===== src/rtl/decode_unit_pkg.sv =====
// rtl/decode_unit_pkg.sv - opcode/format types and encoding constants for decode_unit
package instr_type;

  // op_invalid sits at zero so a cleared entry reads back as invalid
  typedef enum logic [3:0] {
    op_invalid        = 4'd0,
    op_lui            = 4'd1,
    op_auipc          = 4'd2,
    op_jal            = 4'd3,
    op_jalr           = 4'd4,
    op_branch_type    = 4'd5,
    op_load_type      = 4'd6,
    op_store_type     = 4'd7,
    op_imm_arith      = 4'd8,
    op_reg_arith_type = 4'd9,
    op_fence          = 4'd10,
    op_system         = 4'd11
  } opcode_t;

  typedef enum logic [2:0] {
    fmt_i    = 3'd0,
    fmt_s    = 3'd1,
    fmt_b    = 3'd2,
    fmt_u    = 3'd3,
    fmt_j    = 3'd4,
    fmt_none = 3'd5
  } imm_fmt_t;

  localparam logic [6:0] OPC_LUI       = 7'b0110111;
  localparam logic [6:0] OPC_AUIPC     = 7'b0010111;
  localparam logic [6:0] OPC_JAL       = 7'b1101111;
  localparam logic [6:0] OPC_JALR      = 7'b1100111;
  localparam logic [6:0] OPC_BRANCH    = 7'b1100011;
  localparam logic [6:0] OPC_LOAD      = 7'b0000011;
  localparam logic [6:0] OPC_STORE     = 7'b0100011;
  localparam logic [6:0] OPC_IMM_ARITH = 7'b0010011;
  localparam logic [6:0] OPC_REG_ARITH = 7'b0110011;
  localparam logic [6:0] OPC_FENCE     = 7'b0001111;
  localparam logic [6:0] OPC_SYSTEM    = 7'b1110011;

  localparam logic [6:0] F7_BASE = 7'b0000000;
  localparam logic [6:0] F7_ALT  = 7'b0100000;
  localparam logic [6:0] F7_MEXT = 7'b0000001;

endpackage


===== src/rtl/decode_unit_imm_gen.sv =====
// rtl/decode_unit_imm_gen.sv - combinational immediate extraction and sign extension
module imm_gen
  import instr_type::*;
#(
  parameter int XLEN = 32
) (
  input  logic [31:0]     instr,
  input  imm_fmt_t        fmt,
  output logic [XLEN-1:0] imm
);

  logic [31:0] raw;

  // assemble the 32-bit immediate for the format, then sign-extend from bit 31
  always_comb begin
    raw = '0;
    case (fmt)
      fmt_i:   raw = {{20{instr[31]}}, instr[31:20]};
      fmt_s:   raw = {{20{instr[31]}}, instr[31:25], instr[11:7]};
      fmt_b:   raw = {{19{instr[31]}}, instr[31], instr[7], instr[30:25], instr[11:8], 1'b0};
      fmt_u:   raw = {instr[31:12], 12'b0};
      fmt_j:   raw = {{11{instr[31]}}, instr[31], instr[19:12], instr[20], instr[30:21], 1'b0};
      default: raw = '0;
    endcase
    imm = XLEN'($signed(raw));
  end

endmodule


===== src/rtl/decode_unit.sv =====
// rtl/decode_unit.sv - instruction decoder with 2-entry in-order skid buffer
module decode_unit
  import instr_type::*;
#(
  parameter int XLEN     = 32,
  parameter int EN_M     = 0,
  parameter int EN_ZICSR = 1
) (
  input  logic            clk,
  input  logic            rst,
  input  logic            flush,
  input  logic            in_valid,
  output logic            in_ready,
  input  logic [31:0]     in_instr,
  input  logic [XLEN-1:0] in_pc,
  output logic            out_valid,
  input  logic            out_ready,
  output opcode_t         out_opcode,
  output logic [2:0]      out_funct3,
  output logic [4:0]      out_rd,
  output logic [4:0]      out_rs1,
  output logic [4:0]      out_rs2,
  output logic [XLEN-1:0] out_imm,
  output logic [XLEN-1:0] out_pc,
  output logic            out_is_mext,
  output logic            out_illegal
);

  typedef struct packed {
    opcode_t         opcode;
    logic [2:0]      funct3;
    logic [4:0]      rd;
    logic [4:0]      rs1;
    logic [4:0]      rs2;
    logic [XLEN-1:0] imm;
    logic [XLEN-1:0] pc;
    logic            is_mext;
    logic            illegal;
  } entry_t;

  entry_t     buf_q [2];
  logic       rd_ptr_q, wr_ptr_q;
  logic [1:0] count_q, count_d;

  opcode_t         dec_opcode;
  imm_fmt_t        dec_fmt;
  logic            dec_illegal, dec_mext;
  logic [XLEN-1:0] dec_imm;
  logic [6:0]      funct7;
  logic            accept, drain;

  assign funct7 = in_instr[31:25];

  // classify the opcode, pick the immediate format and flag illegal encodings
  always_comb begin
    dec_opcode  = op_invalid;
    dec_fmt     = fmt_none;
    dec_illegal = 1'b0;
    dec_mext    = 1'b0;
    case (in_instr[6:0])
      OPC_LUI:       begin dec_opcode = op_lui;         dec_fmt = fmt_u; end
      OPC_AUIPC:     begin dec_opcode = op_auipc;       dec_fmt = fmt_u; end
      OPC_JAL:       begin dec_opcode = op_jal;         dec_fmt = fmt_j; end
      OPC_JALR:      begin dec_opcode = op_jalr;        dec_fmt = fmt_i; end
      OPC_BRANCH:    begin dec_opcode = op_branch_type; dec_fmt = fmt_b; end
      OPC_LOAD:      begin dec_opcode = op_load_type;   dec_fmt = fmt_i; end
      OPC_STORE:     begin dec_opcode = op_store_type;  dec_fmt = fmt_s; end
      OPC_IMM_ARITH: begin dec_opcode = op_imm_arith;   dec_fmt = fmt_i; end
      OPC_FENCE:     begin dec_opcode = op_fence;       dec_fmt = fmt_i; end
      OPC_REG_ARITH: begin
        dec_opcode = op_reg_arith_type;
        if (funct7 == F7_MEXT && EN_M != 0) dec_mext = 1'b1;
        else if (funct7 != F7_BASE && funct7 != F7_ALT) dec_illegal = 1'b1;
      end
      OPC_SYSTEM: begin
        dec_opcode = op_system;
        dec_fmt    = fmt_i;
        if (in_instr[14:12] != 3'b000 && EN_ZICSR == 0) dec_illegal = 1'b1;
      end
      default: dec_illegal = 1'b1;
    endcase
    // an illegal entry carries no opcode meaning and no immediate
    if (dec_illegal) begin
      dec_opcode = op_invalid;
      dec_fmt    = fmt_none;
    end
  end

  imm_gen #(.XLEN(XLEN)) u_imm_gen (
    .instr (in_instr),
    .fmt   (dec_fmt),
    .imm   (dec_imm)
  );

  assign in_ready  = (count_q != 2'd2) && !rst;
  assign out_valid = (count_q != 2'd0);
  assign accept    = in_valid && in_ready;
  assign drain     = out_valid && out_ready;

  // occupancy after this cycle's accept/drain pair
  always_comb begin
    count_d = count_q;
    case ({accept, drain})
      2'b10:   count_d = count_q + 2'd1;
      2'b01:   count_d = count_q - 2'd1;
      default: count_d = count_q;
    endcase
  end

  // buffer storage and pointers; flush wins over any same-cycle transfer
  always_ff @(posedge clk or posedge rst) begin
    if (rst) begin
      buf_q[0] <= '0;
      buf_q[1] <= '0;
      rd_ptr_q <= 1'b0;
      wr_ptr_q <= 1'b0;
      count_q  <= 2'd0;
    end else if (flush) begin
      rd_ptr_q <= 1'b0;
      wr_ptr_q <= 1'b0;
      count_q  <= 2'd0;
    end else begin
      if (accept) begin
        buf_q[wr_ptr_q] <= '{opcode:  dec_opcode,
                             funct3:  in_instr[14:12],
                             rd:      in_instr[11:7],
                             rs1:     in_instr[19:15],
                             rs2:     in_instr[24:20],
                             imm:     dec_imm,
                             pc:      in_pc,
                             is_mext: dec_mext,
                             illegal: dec_illegal};
        wr_ptr_q <= ~wr_ptr_q;
      end
      if (drain) rd_ptr_q <= ~rd_ptr_q;
      count_q <= count_d;
    end
  end

  assign out_opcode  = buf_q[rd_ptr_q].opcode;
  assign out_funct3  = buf_q[rd_ptr_q].funct3;
  assign out_rd      = buf_q[rd_ptr_q].rd;
  assign out_rs1     = buf_q[rd_ptr_q].rs1;
  assign out_rs2     = buf_q[rd_ptr_q].rs2;
  assign out_imm     = buf_q[rd_ptr_q].imm;
  assign out_pc      = buf_q[rd_ptr_q].pc;
  assign out_is_mext = buf_q[rd_ptr_q].is_mext;
  assign out_illegal = buf_q[rd_ptr_q].illegal;

endmodule


===== config.mk =====
export PLATFORM = sky130hd
export DESIGN_NAME = decode_unit
export DESIGN_NICKNAME = d
export VERILOG_FILES = /design/src/rtl/decode_unit_pkg.sv /design/src/rtl/decode_unit_imm_gen.sv /design/src/rtl/decode_unit.sv
export SDC_FILE = /design/constraint.sdc
export NUM_CORES = 1
export LEC_CHECK = 0
export CAP_MARGIN = 20
export CORE_UTILIZATION = 38
export CTS_CLUSTER_SIZE = 12
export DETAILED_ROUTE_END_ITERATION = 6
export SLEW_MARGIN = 20
export SYNTH_ARGS = -nofsm -noshare
export SYNTH_HDL_FRONTEND = slang
export SYNTH_SLANG_ARGS = --single-unit
export TNS_END_PERCENT = 50

===== constraint.sdc =====
create_clock -name clk -period 18.43 [get_ports clk]
set_clock_uncertainty 0.2 [all_clocks]
set_input_delay 3.686 -clock clk [delete_from_list [all_inputs] [get_ports clk]]
set_output_delay 3.686 -clock clk [all_outputs]
set_load 0.05 [all_outputs]

==> results.yml <==
clock_tree:
  cts_buffer_depth: 2
  cts_tree: "yes"
  cts_resized: 0
  htreeDepth: 4
  hold_buffers: 0
  clkSinkCount: 178
  cts_buffers: 17
  post_cts.repair.setup_buffers: 0
  root_buffer: "clkbuf_16"
  clk_pin_slew_ns: 0.07
  worstSkewPairLatency_ns: 0.43
final_layout:
  layout-drive-gt1-share: 0.152
  final_net_count: 1062
  areaGrowthSynthToFinish_pct: 26.8
  n_fill_cell: 2032
  fin_cells: 1281
  num_antenna_cells: 0
floorplan:
  initial_utilization: 0.393
  io_pins: 159
  fp.dieArea_um2: 22700
  rows: 53
  core_area_um2: 21400
  die_x_um: 151
  fp.dieH_um: 151
power_and_ir_drop:
  powerDensity_nw_per_um2: 112
  power.leakage_nw: 4.97
  ir_drop_mv: 0.0641
  total_power_mw: 1.19
drt:
  drt-initial-drc-count: 387
  first_pass_iters: 5
  wire_per_inst_um: 16.9
  drtAntennaViolNets: 0
  dr_total_vias: 6525
  wl_um: 21600
  vias_per_cell: 5.09
  drc: 0
synthesis:
  yosysSeqAreaShare: 0.531
  synth-main-ff-cell: "dfrtp_1"
  netlist.area_leader.share: 0.531
  ys_warn_count: 0
  synthTopCellsByArea: "dfrtp_1, nand2_1, mux2_2"
  syn_nets: 932
  synth_edf_count: 0
  post_synth_num_cell_types: 55
  yosysMostFrequentCell: "nand2_1"
  netlist_area_um2: 8390
  yosys.area.top_type: "dfrtp_1"
  syn_area_per_cell_um2: 9.72
  syn_inst: 863
  synthTopCellsByCount: "nand2_1, dfrtp_1, mux2_2, nor2_1, a21oi_1"
  synth-seq-cells: 178
  async_flop_share: 1.00
timing:
  period_share: 0.493
  rsz0062_at_grt: "no"
  finalSetupTns_ns: 0
  slew_viol_final: 0
  fin_crit_ns: 9.08
  fmax_ghz: 0.110
  max-slew-margin-rel: 0.400
  setup_violations: 0
  hold_viol: 0
  tightest_slew_ns: 0.899
worst_setup_path:
  cp_max_fo: 4
  critPathArrivalTime_ns: 5.20
  crit_required_ns: 14.54
  ff2ff_setup_slack_ns: 15.35
  setup.worst_path.class: "in2out"
  cp-start-kind: "input port"
  cpMostUsedCell: "clkdlybuf4s50_1"
  crit_start: "rst"
  endpoint_kind: "output port"
  cp_cell_sequence: "clkdlybuf4s50_1 > nor2_1 > clkdlybuf4s50_1"
  r2r-start: "count_q[1]$_DFFE_PP0P_"
  crit_slowest_cell: "clkdlybuf4s50_1"
  cp_slowest_stage_delay_ns: 0.81
place:
  gp_congestion: 0.757
  io_buffers: 157
  dp.cells: 1249
  hpwl_um: 13300
grt:
  antenna_found_initial: 0
  grt_overflow_total: 0
  grt_pass1_vias: 6389
  grt_use_total: 0.200
  grt_max_degree: 85
  grt_pass1_wl_um: 34900
flow_run:
  drv_cap: 0
outcome:
  status: "finished, final reports clean"
hold_path:
  hold_class: "reg2reg"
  hp-start: "buf_q[154]$_DFFE_PP0P_"
[cell type report]
| type | count | area, µm² | share of cell area |
|---|---|---|---|
| multi-input combinational | 629 | 3630 | 0.341 |
| sequential | 178 | 4460 | 0.419 |
| timing repair buffer | 164 | 1620 | 0.153 |
| clock buffer | 17 | 425 | 0.0400 |
| clock inverter | 15 | 141 | 0.0133 |
| inverter | 3 | 16.3 | 0.00153 |
| tap | 275 | 344 | 0.0324 |
[cells by family after synthesis]
family,after synthesis,share of synthesized area
buffers and inverters,56,0.0376
AOI/OAI and AO/OA,99,0.0837
DFF,178,0.531
and+or+nand+nor,433,0.219
other,1,0.000447
muxes,94,0.126
xor gates and xnor gates,1,0.00104
adders and majority gates,1,0.00134
[placed cells by master, fill, tap and decap left out, types with 3 or more instances in the layout]
| cell type | instances |
|---|---|
| nor2_2 | 3 |
| nor3_4 | 4 |
| o21ai_0 | 8 |
| a211oi_1 | 4 |
| nor2_1 | 42 |
| or3_1 | 5 |
| nand2b_1 | 5 |
| clkinvlp_4 | 3 |
| a221o_1 | 16 |
| and2_1 | 3 |
| nor2b_1 | 4 |
| nand3_1 | 4 |
| buf_4 | 7 |
| nor3_1 | 3 |
| dfrtp_1 | 177 |
| inv_8 | 4 |
| nand2_1 | 342 |
| mux2_2 | 92 |
| clkdlybuf4s50_1 | 157 |
| clkbuf_16 | 17 |
| a22o_1 | 14 |
| inv_6 | 5 |
| a31oi_1 | 9 |
| a21oi_1 | 31 |
[routing by layer]
layer | share of wire | routed length [µm] | vias up | global-route usage
met5 | 0 | 0 | - | 0
li1 | - | - | 3145 | -
met3 | 0.058 | 1260 | 16 | 0.0427
met1 | 0.47 | 10200 | 3188 | 0.275
met2 | 0.46 | 10000 | 176 | 0.320
met4 | 0.0091 | 197 | 0 | 0.0490
[state kept, by name (all words and copies together) (netlist names)]
register,count
count_q,2
rd_ptr_q,1
wr_ptr_q,1
buf_q,174
[where the power goes]
group          internal [mW]  switching, mW  total (mW)
registers              0.459         0.0356       0.494
logic                  0.131          0.212       0.342
clock network          0.179          0.174       0.353
total                  0.769          0.421        1.19
[path summary, 6_finish.rpt]
check,cells past startpoint,endpoint
worst min register to register,2,buf_q[154]$_DFFE_PP0P_
min in group asynchronous,2,buf_q[90]$_DFFE_PP0P_
max in group asynchronous,3,buf_q[79]$_DFFE_PP0P_
worst max register to register,5,buf_q[133]$_DFFE_PP0P_
worst min-delay path,2,buf_q[154]$_DFFE_PP0P_
worst max-delay path,3,in_ready
[through the flow]
stage | instance area [µm²] | setup WS [ns] | hold WS [ns] | util
floorplan | 8390 | 9.71 | 0.240 | -
global placement | 10100 | 9.35 | 0.251 | 0.472
detailed placement | 10100 | 9.34 | 0.257 | 0.472
CTS | 10600 | 9.34 | 0.274 | 0.498
global route | 10600 | 9.30 | 0.287 | 0.498
finish | 10600 | 9.35 | 0.269 | 0.498
[worst max-delay path, delay by kind of cell]
| kind | cells | cell delay, ns |
|---|---|---|
| and+or+nand+nor | 1 | 0.16 |
| buffers and inverters | 2 | 1.35 |
Note: power is estimated with default switching activity, not from simulation.
